**config.mk**
```make
export PLATFORM = sky130hd
export DESIGN_NAME = wavetable_load_arbiter
export DESIGN_NICKNAME = d
export VERILOG_FILES = /design/src/rtl/wavetable_load_arbiter.sv
export SDC_FILE = /design/constraint.sdc
export NUM_CORES = 1
export LEC_CHECK = 0
export BUFFER_PORTS_ARGS = -buffer_cell sky130_fd_sc_hd__buf_2
export CAP_MARGIN = 20
export CORE_AREA = 3 3 95 97
export CTS_BUF_LIST = sky130_fd_sc_hd__clkbuf_8 sky130_fd_sc_hd__clkbuf_16
export DETAILED_ROUTE_END_ITERATION = 8
export DIE_AREA = 0 0 98 100
export GPL_TIMING_DRIVEN = 0
export SLEW_MARGIN = 20
export SYNTH_ARGS = -nofsm -noshare
export SYNTH_HDL_FRONTEND = slang
export SYNTH_SLANG_ARGS = --single-unit
```
**constraint.sdc**
```tcl
create_clock -name clk -period 8.15 [get_ports clk]
set_input_delay 2.445 -clock clk [delete_from_list [all_inputs] [get_ports clk]]
set_output_delay 2.445 -clock clk [all_outputs]
set_load 0.03 [all_outputs]
```
**src/rtl/wavetable_load_arbiter.sv**
```systemverilog
`timescale 1ns/1ps
`default_nettype none
// ============================================================================
//  Module   : wavetable_load_arbiter
//  Purpose  : Shares one wavetable loader between four synth voices. Holds
//             one pending request per voice (latest number wins) and grants
//             them round-robin. Each grant issues a one-cycle load strobe,
//             then waits for the loader's done or a completion timeout.
//  Revision : 1.0  initial release
// ----------------------------------------------------------------------------
//  Ports
//    clk                 system clock, rising edge
//    rst                 asynchronous active-high reset
//    req_i               per-voice load request pulses
//    req_wtb_num_i       requested wavetable numbers, voice v at [5v+4:5v]
//    ldr_idle_i          loader idle flag
//    ldr_done_i          loader done pulse
//    ldr_done_wtb_num_i  wavetable number the loader reports as completed
//    ldr_wtb_load_o      one-cycle load strobe to the loader
//    ldr_wtb_num_o       wavetable number sent to the loader
//    ldr_voice_num_o     voice index sent to the loader
//    voice_pending_o     voice has a queued, not yet granted request
//    voice_busy_o        voice is pending or currently being loaded
//    voice_done_o        one-cycle pulse on successful completion
//    voice_err_o         one-cycle pulse on mismatch or timeout abort
//    active_wtb_num_o    last successfully loaded wavetable per voice
//    arb_busy_o          arbiter is not idle
// ============================================================================
module wavetable_load_arbiter #(
  parameter int NUM_VOICES = 4,
  parameter int WTB_NUM_W  = 5,
  parameter int TIMEOUT    = 1023,
  parameter int TIMEOUT_W  = 10
) (
  input  logic                              clk,
  input  logic                              rst,
  input  logic [NUM_VOICES-1:0]             req_i,
  input  logic [NUM_VOICES*WTB_NUM_W-1:0]   req_wtb_num_i,
  input  logic                              ldr_idle_i,
  input  logic                              ldr_done_i,
  input  logic [WTB_NUM_W-1:0]              ldr_done_wtb_num_i,
  output logic                              ldr_wtb_load_o,
  output logic [WTB_NUM_W-1:0]              ldr_wtb_num_o,
  output logic [1:0]                        ldr_voice_num_o,
  output logic [NUM_VOICES-1:0]             voice_pending_o,
  output logic [NUM_VOICES-1:0]             voice_busy_o,
  output logic [NUM_VOICES-1:0]             voice_done_o,
  output logic [NUM_VOICES-1:0]             voice_err_o,
  output logic [NUM_VOICES*WTB_NUM_W-1:0]   active_wtb_num_o,
  output logic                              arb_busy_o
);

  typedef enum logic [1:0] {
    ST_IDLE  = 2'd0,
    ST_ISSUE = 2'd1,
    ST_WAIT  = 2'd2
  } state_t;

  state_t                               state_q, state_d;
  logic [NUM_VOICES-1:0]                pend_q, pend_d;
  logic [NUM_VOICES-1:0][WTB_NUM_W-1:0] pend_num_q, pend_num_d;
  logic [1:0]                           ptr_q, ptr_d;
  logic [1:0]                           grant_v_q, grant_v_d;
  logic [WTB_NUM_W-1:0]                 grant_num_q, grant_num_d;
  logic [TIMEOUT_W-1:0]                 tmo_q, tmo_d;
  logic [NUM_VOICES-1:0][WTB_NUM_W-1:0] active_q, active_d;
  logic [NUM_VOICES-1:0]                done_q, done_d;
  logic [NUM_VOICES-1:0]                err_q, err_d;

  // Round-robin winner: first pending voice starting at ptr, wrapping.
  logic       win_found;
  logic [1:0] win_v;
  logic [1:0] cand;

  always_comb begin
    win_found = 1'b0;
    win_v     = ptr_q;
    cand      = '0;
    for (int i = 0; i < NUM_VOICES; i++) begin
      cand = ptr_q + i[1:0];
      if (!win_found && pend_q[cand]) begin
        win_found = 1'b1;
        win_v     = cand;
      end
    end
  end

  always_comb begin
    state_d     = state_q;
    pend_d      = pend_q;
    pend_num_d  = pend_num_q;
    ptr_d       = ptr_q;
    grant_v_d   = grant_v_q;
    grant_num_d = grant_num_q;
    tmo_d       = tmo_q;
    active_d    = active_q;
    done_d      = '0;
    err_d       = '0;

    case (state_q)
      ST_IDLE: begin
        // ldr_idle gating also stalls behind a loader that finishes late
        // after a timeout or after an arbiter-only reset.
        if (win_found && ldr_idle_i) begin
          grant_v_d          = win_v;
          grant_num_d        = pend_num_q[win_v];
          pend_d[win_v]      = 1'b0;
          state_d            = ST_ISSUE;
        end
      end

      ST_ISSUE: begin
        tmo_d   = '0;
        state_d = ST_WAIT;
      end

      ST_WAIT: begin
        tmo_d = tmo_q + TIMEOUT_W'(1);
        // done has priority over a timeout in the same cycle
        if (ldr_done_i) begin
          if (ldr_done_wtb_num_i == grant_num_q) begin
            active_d[grant_v_q] = grant_num_q;
            done_d[grant_v_q]   = 1'b1;
          end else begin
            err_d[grant_v_q]    = 1'b1;
          end
          ptr_d   = grant_v_q + 2'd1;
          state_d = ST_IDLE;
        end else if (tmo_q == TIMEOUT_W'(TIMEOUT)) begin
          err_d[grant_v_q] = 1'b1;
          ptr_d            = grant_v_q + 2'd1;
          state_d          = ST_IDLE;
        end
      end

      default: begin
        state_d = ST_IDLE;
      end
    endcase

    // Capture runs after the grant clear so a request arriving on the grant
    // edge keeps the voice pending with its new number (grant took the old).
    for (int v = 0; v < NUM_VOICES; v++) begin
      if (req_i[v]) begin
        pend_d[v]     = 1'b1;
        pend_num_d[v] = req_wtb_num_i[v*WTB_NUM_W +: WTB_NUM_W];
      end
    end
  end

  always_ff @(posedge clk or posedge rst) begin
    if (rst) begin
      state_q     <= ST_IDLE;
      pend_q      <= '0;
      pend_num_q  <= '0;
      ptr_q       <= '0;
      grant_v_q   <= '0;
      grant_num_q <= '0;
      tmo_q       <= '0;
      active_q    <= '0;
      done_q      <= '0;
      err_q       <= '0;
    end else begin
      state_q     <= state_d;
      pend_q      <= pend_d;
      pend_num_q  <= pend_num_d;
      ptr_q       <= ptr_d;
      grant_v_q   <= grant_v_d;
      grant_num_q <= grant_num_d;
      tmo_q       <= tmo_d;
      active_q    <= active_d;
      done_q      <= done_d;
      err_q       <= err_d;
    end
  end

  // Loader-facing outputs come straight from state/grant registers; the
  // grant registers only change on a grant, so they hold outside ISSUE.
  assign ldr_wtb_load_o   = (state_q == ST_ISSUE);
  assign ldr_wtb_num_o    = grant_num_q;
  assign ldr_voice_num_o  = grant_v_q;
  assign arb_busy_o       = (state_q != ST_IDLE);
  assign voice_pending_o  = pend_q;
  assign voice_busy_o     = pend_q |
                            ((NUM_VOICES'(1) << grant_v_q) & {NUM_VOICES{arb_busy_o}});
  assign voice_done_o     = done_q;
  assign voice_err_o      = err_q;
  assign active_wtb_num_o = active_q;

endmodule
`default_nettype wire

```
==> metrics.txt <==
# TYPE chip_impl_metric gauge
chip_impl_info{name="outcome",value="completed"} 1
chip_impl_info{name="crit-reg2reg-launch",value="state_q[0]"} 1
chip_impl_metric{name="ys_async_sr_fraction",unit=""} 1.00
chip_impl_metric{name="achievable-frequency",unit="MHz"} 246
chip_impl_info{name="min_delay_worst_endpoint",value="active_wtb_num_o[0]"} 1
chip_impl_info{name="min_from",value="active_wtb_num_o[0]"} 1
chip_impl_metric{name="start_util",unit=""} 0.403
chip_impl_metric{name="finalWorstSetupSlack",unit="ns"} 4.08
chip_impl_metric{name="global_route_wire_length_before_repair",unit="um"} 11600
chip_impl_metric{name="cts-buffers-inserted",unit=""} 9
chip_impl_metric{name="clk_transition_reported_paths",unit="ns"} 0.08
chip_impl_metric{name="grt_remaining_overflow",unit=""} 0
chip_impl_info{name="synth_ff_type",value="dfrtp_1"} 1
chip_impl_metric{name="num_io_pins",unit=""} 78
chip_impl_metric{name="synth.cell_area",unit="sq mm"} 0.00331
chip_impl_metric{name="path_max_fanout",unit=""} 7
chip_impl_metric{name="post_synth_inst_count",unit=""} 263
chip_impl_metric{name="report.final.slew_viol_count",unit=""} 0
chip_impl_metric{name="finalWeightedCongestion",unit=""} 0.764
chip_impl_metric{name="timing.critical_path.arrival",unit="ns"} 1.63
chip_impl_metric{name="min_path_cells",unit=""} 1
chip_impl_metric{name="cts_sinks",unit=""} 73
chip_impl_metric{name="placedInstanceArea",unit="sq mm"} 0.00384
chip_impl_metric{name="post-route-drc-count",unit=""} 0
chip_impl_metric{name="routed_via_density",unit=""} 4.91
chip_impl_metric{name="global_route.usage.total",unit=""} 0.151
chip_impl_metric{name="vias",unit=""} 2248
chip_impl_metric{name="cts_buffer_depth",unit=""} 2
chip_impl_info{name="worst_setup_path_start_kind",value="flip-flop"} 1
chip_impl_metric{name="r2r_cells",unit=""} 7
chip_impl_metric{name="syn_area_per_cell",unit="sq um"} 12.6
chip_impl_info{name="grt_setup_unrepaired",value="false"} 1
chip_impl_info{name="cts_tree",value="built"} 1
chip_impl_metric{name="first_pass_iters",unit=""} 4
chip_impl_metric{name="layout.nets",unit=""} 389
chip_impl_info{name="timing.critical_path.from",value="state_q[1]"} 1
chip_impl_metric{name="max_slew.worst_pin.slew",unit="ns"} 0.755
chip_impl_metric{name="power_leakage",unit="nW"} 1.99
chip_impl_metric{name="crit_required",unit="ns"} 5.71
chip_impl_metric{name="maxCapViolCount",unit=""} 0
chip_impl_metric{name="ys_seq_elements",unit=""} 73
chip_impl_metric{name="setup_total_negative_slack",unit="ns"} 0
chip_impl_metric{name="areaGrowthSynthToFinish",unit="%"} 22.6
chip_impl_metric{name="antenna_found_initial",unit=""} 0
chip_impl_metric{name="tightest_hold_margin",unit="ns"} 0.504
chip_impl_metric{name="postRouteWirelength",unit="um"} 7080
chip_impl_metric{name="post_synth_num_cell_types",unit=""} 41
chip_impl_metric{name="synth-seq-area-share",unit=""} 0.552
chip_impl_metric{name="fin_crit_sh",unit=""} 0.499
chip_impl_metric{name="first_global_vias",unit=""} 2262
chip_impl_metric{name="row_count",unit=""} 33
chip_impl_metric{name="power_per_cell_area",unit="mW/mm^2"} 303
chip_impl_metric{name="skew",unit="ns"} 0.00701
chip_impl_info{name="critPathCaptureType",value="primary output"} 1
chip_impl_info{name="ctsRootBufferMaster",value="clkbuf_8"} 1
chip_impl_metric{name="synth.yosys.warnings",unit=""} 0
chip_impl_metric{name="cts.hold.buffers_added",unit=""} 0
chip_impl_metric{name="grt_start_max_net_pins",unit=""} 51
chip_impl_metric{name="design.core.area",unit="sq mm"} 0.00822
chip_impl_metric{name="die_y",unit="um"} 100
chip_impl_metric{name="cts.repair.resized",unit=""} 0
chip_impl_metric{name="port_buffers",unit=""} 73
chip_impl_metric{name="stdcell_area",unit="sq mm"} 0.00406
chip_impl_info{name="timing.setup.critical_path_class",value="reg2out"} 1
chip_impl_metric{name="r2r_setup_slk",unit="ns"} 6.08
chip_impl_metric{name="synth-edff-count",unit=""} 0
chip_impl_metric{name="detail_route.iter0.violations",unit=""} 76
chip_impl_metric{name="worstSkewPairLatency",unit="ns"} 0.34
chip_impl_metric{name="drtAntennaViolNets",unit=""} 0
chip_impl_metric{name="wire_length_per_cell_after_detailed_routing",unit="um"} 15.4
chip_impl_metric{name="place.detailed.hpwl",unit="um"} 5270
chip_impl_metric{name="setup_viol_count_final",unit=""} 0
chip_impl_metric{name="n_antenna_cell",unit=""} 0
chip_impl_metric{name="report.final.hold_viol_count",unit=""} 0
chip_impl_metric{name="cts.htree.levels",unit=""} 3
chip_impl_metric{name="ir_worst_vdd",unit="V"} 0.000139
chip_impl_metric{name="post-route-min-period",unit="ns"} 4.07
chip_impl_metric{name="fp.dieW",unit="um"} 98
chip_impl_info{name="hold_crit_class",value="reg2reg"} 1
chip_impl_metric{name="proportion_of_layout_cells_with_a_drive_suffix_above_1",unit=""} 0.416
chip_impl_metric{name="die_area",unit="sq mm"} 0.00980
chip_impl_metric{name="syn-num-nets",unit=""} 304
chip_impl_info{name="crit-reg2reg-capture",value="active_wtb_num_o[12]"} 1
chip_impl_metric{name="timing.max_slew.rel_slack",unit=""} 0.496
chip_impl_metric{name="pre_cts_ws",unit="ns"} 4.17
chip_impl_metric{name="postCtsSetupRepairBufs",unit=""} 0
[worst max path at each step]
stage / endpoint / slack, ns / cells after the start
after floorplan: active_wtb_num_o[0] / 3.85 / 1
after global placement: pend_num_q[10] / 2.93 / 2
after detailed placement: active_wtb_num_o[19] / 4.17 / 7
after CTS: voice_busy_o[0] / 4.06 / 5
after global routing: voice_busy_o[2] / 3.96 / 5
final: voice_busy_o[2] / 4.08 / 5
[kinds of logic (layout without fill, tap and decap cells)]
family	count (synthesis)	in the layout	synth area share
flip-flops	73	73	0.552
AND/OR/NAND/NOR	56	56	0.0899
multiplexers	55	55	0.183
AO/OA/AOI/OAI	42	42	0.0994
buffers and inverters	22	112	0.0276
adder cells (fa/ha/maj)	8	8	0.0302
XOR/XNOR	7	7	0.0185
[per-stage QoR]
step,std cells,utilization,power (W)
2_1_floorplan,263,-,0.000795
3_3_place_gp,441,0.463,0.000925
3_5_place_dp,442,0.467,0.000936
4_1_cts,458,0.494,0.00125
5_1_grt,458,0.494,0.00130
6_report,458,0.494,0.00123
[placed cells by master, fill, tap and decap left out, types with 2 or more instances in the layout]
| cell type | count |
|---|---|
| buf_2 | 74 |
| dfrtp_1 | 73 |
| mux2_2 | 43 |
| nand2_1 | 20 |
| inv_1 | 12 |
| mux2i_1 | 12 |
| o21ai_0 | 10 |
| clkbuf_8 | 10 |
| clkbuf_1 | 8 |
| ha_1 | 8 |
| nand2b_1 | 7 |
| xnor2_1 | 6 |
| a21oi_1 | 6 |
| nand3_1 | 5 |
| nor2_1 | 5 |
| o221ai_2 | 5 |
| a21o_1 | 4 |
| and2_1 | 4 |
| nor2b_1 | 3 |
| o31ai_1 | 3 |
| a22o_1 | 3 |
| and4_1 | 2 |
| or3_1 | 2 |
| a21o_2 | 2 |
| o21ai_1 | 2 |
| clkinv_2 | 2 |
| bufinv_16 | 2 |
[worst max-delay path: stages (launching register included)]
cell,delay (ns)
dfrtp_1,0.40
inv_1,0.08
ha_1,0.26
inv_1,0.16
a21o_1,0.21
buf_2,0.18
[power breakdown]
group          leakage, nW  switching (W)  internal [W]
sequential           0.937      0.0000696      0.000418
combinational        0.939       0.000272      0.000159
clock                0.117       0.000130      0.000179
total                 1.99       0.000472      0.000756
[per-layer routing]
metal / up-vias / global-route usage / share of wire
met4: 0 / 0.0543 / 0.015
li1: 1100 / - / -
met1: 1075 / 0.210 / 0.46
met3: 10 / 0.0361 / 0.053
met2: 63 / 0.230 / 0.47
met5: - / 0 / 0
[flip-flops by register name, summed over array words and instances, names as in the netlist]
signal            flops
active_wtb_num_o     20
pend_num_q           20
tmo_q                10
ldr_wtb_num_o         5
voice_done_o          4
voice_err_o           4
voice_pending_o       4
ldr_voice_num_o       2
ptr_q                 2
state_q               2
[area by class of cell]
class                   count  area [sq um]
well taps                 105           131
fillers                   793          4160
flip-flops and latches     73          1830
multi-input cells         168          1390
clock buffers              10           138
clock inverters             6          82.6
repair buffers             74           393
plain buffers              10          46.3
inverters                  12          47.5
[synth_stat cells (2+ instances only)]
cell type / number / area [sq um]
a21o_1: 4 / 30.0
a21o_2: 2 / 17.5
a21oi_1: 6 / 30.0
a22o_1: 3 / 26.3
and2_1: 4 / 25.0
and4_1: 2 / 17.5
clkbuf_1: 8 / 30.0
dfrtp_1: 73 / 1830
ha_1: 8 / 100
inv_1: 12 / 45.0
mux2_2: 43 / 484
mux2i_1: 12 / 120
nand2_1: 20 / 75.1
nand2b_1: 7 / 43.8
nand3_1: 5 / 25.0
nor2_1: 5 / 18.8
nor2b_1: 3 / 18.8
o21ai_0: 10 / 50.1
o21ai_1: 2 / 10.0
o221ai_2: 5 / 75.1
o31ai_1: 3 / 22.5
or3_1: 2 / 12.5
xnor2_1: 6 / 52.6
Note: power is estimated with default switching activity, not from simulation.
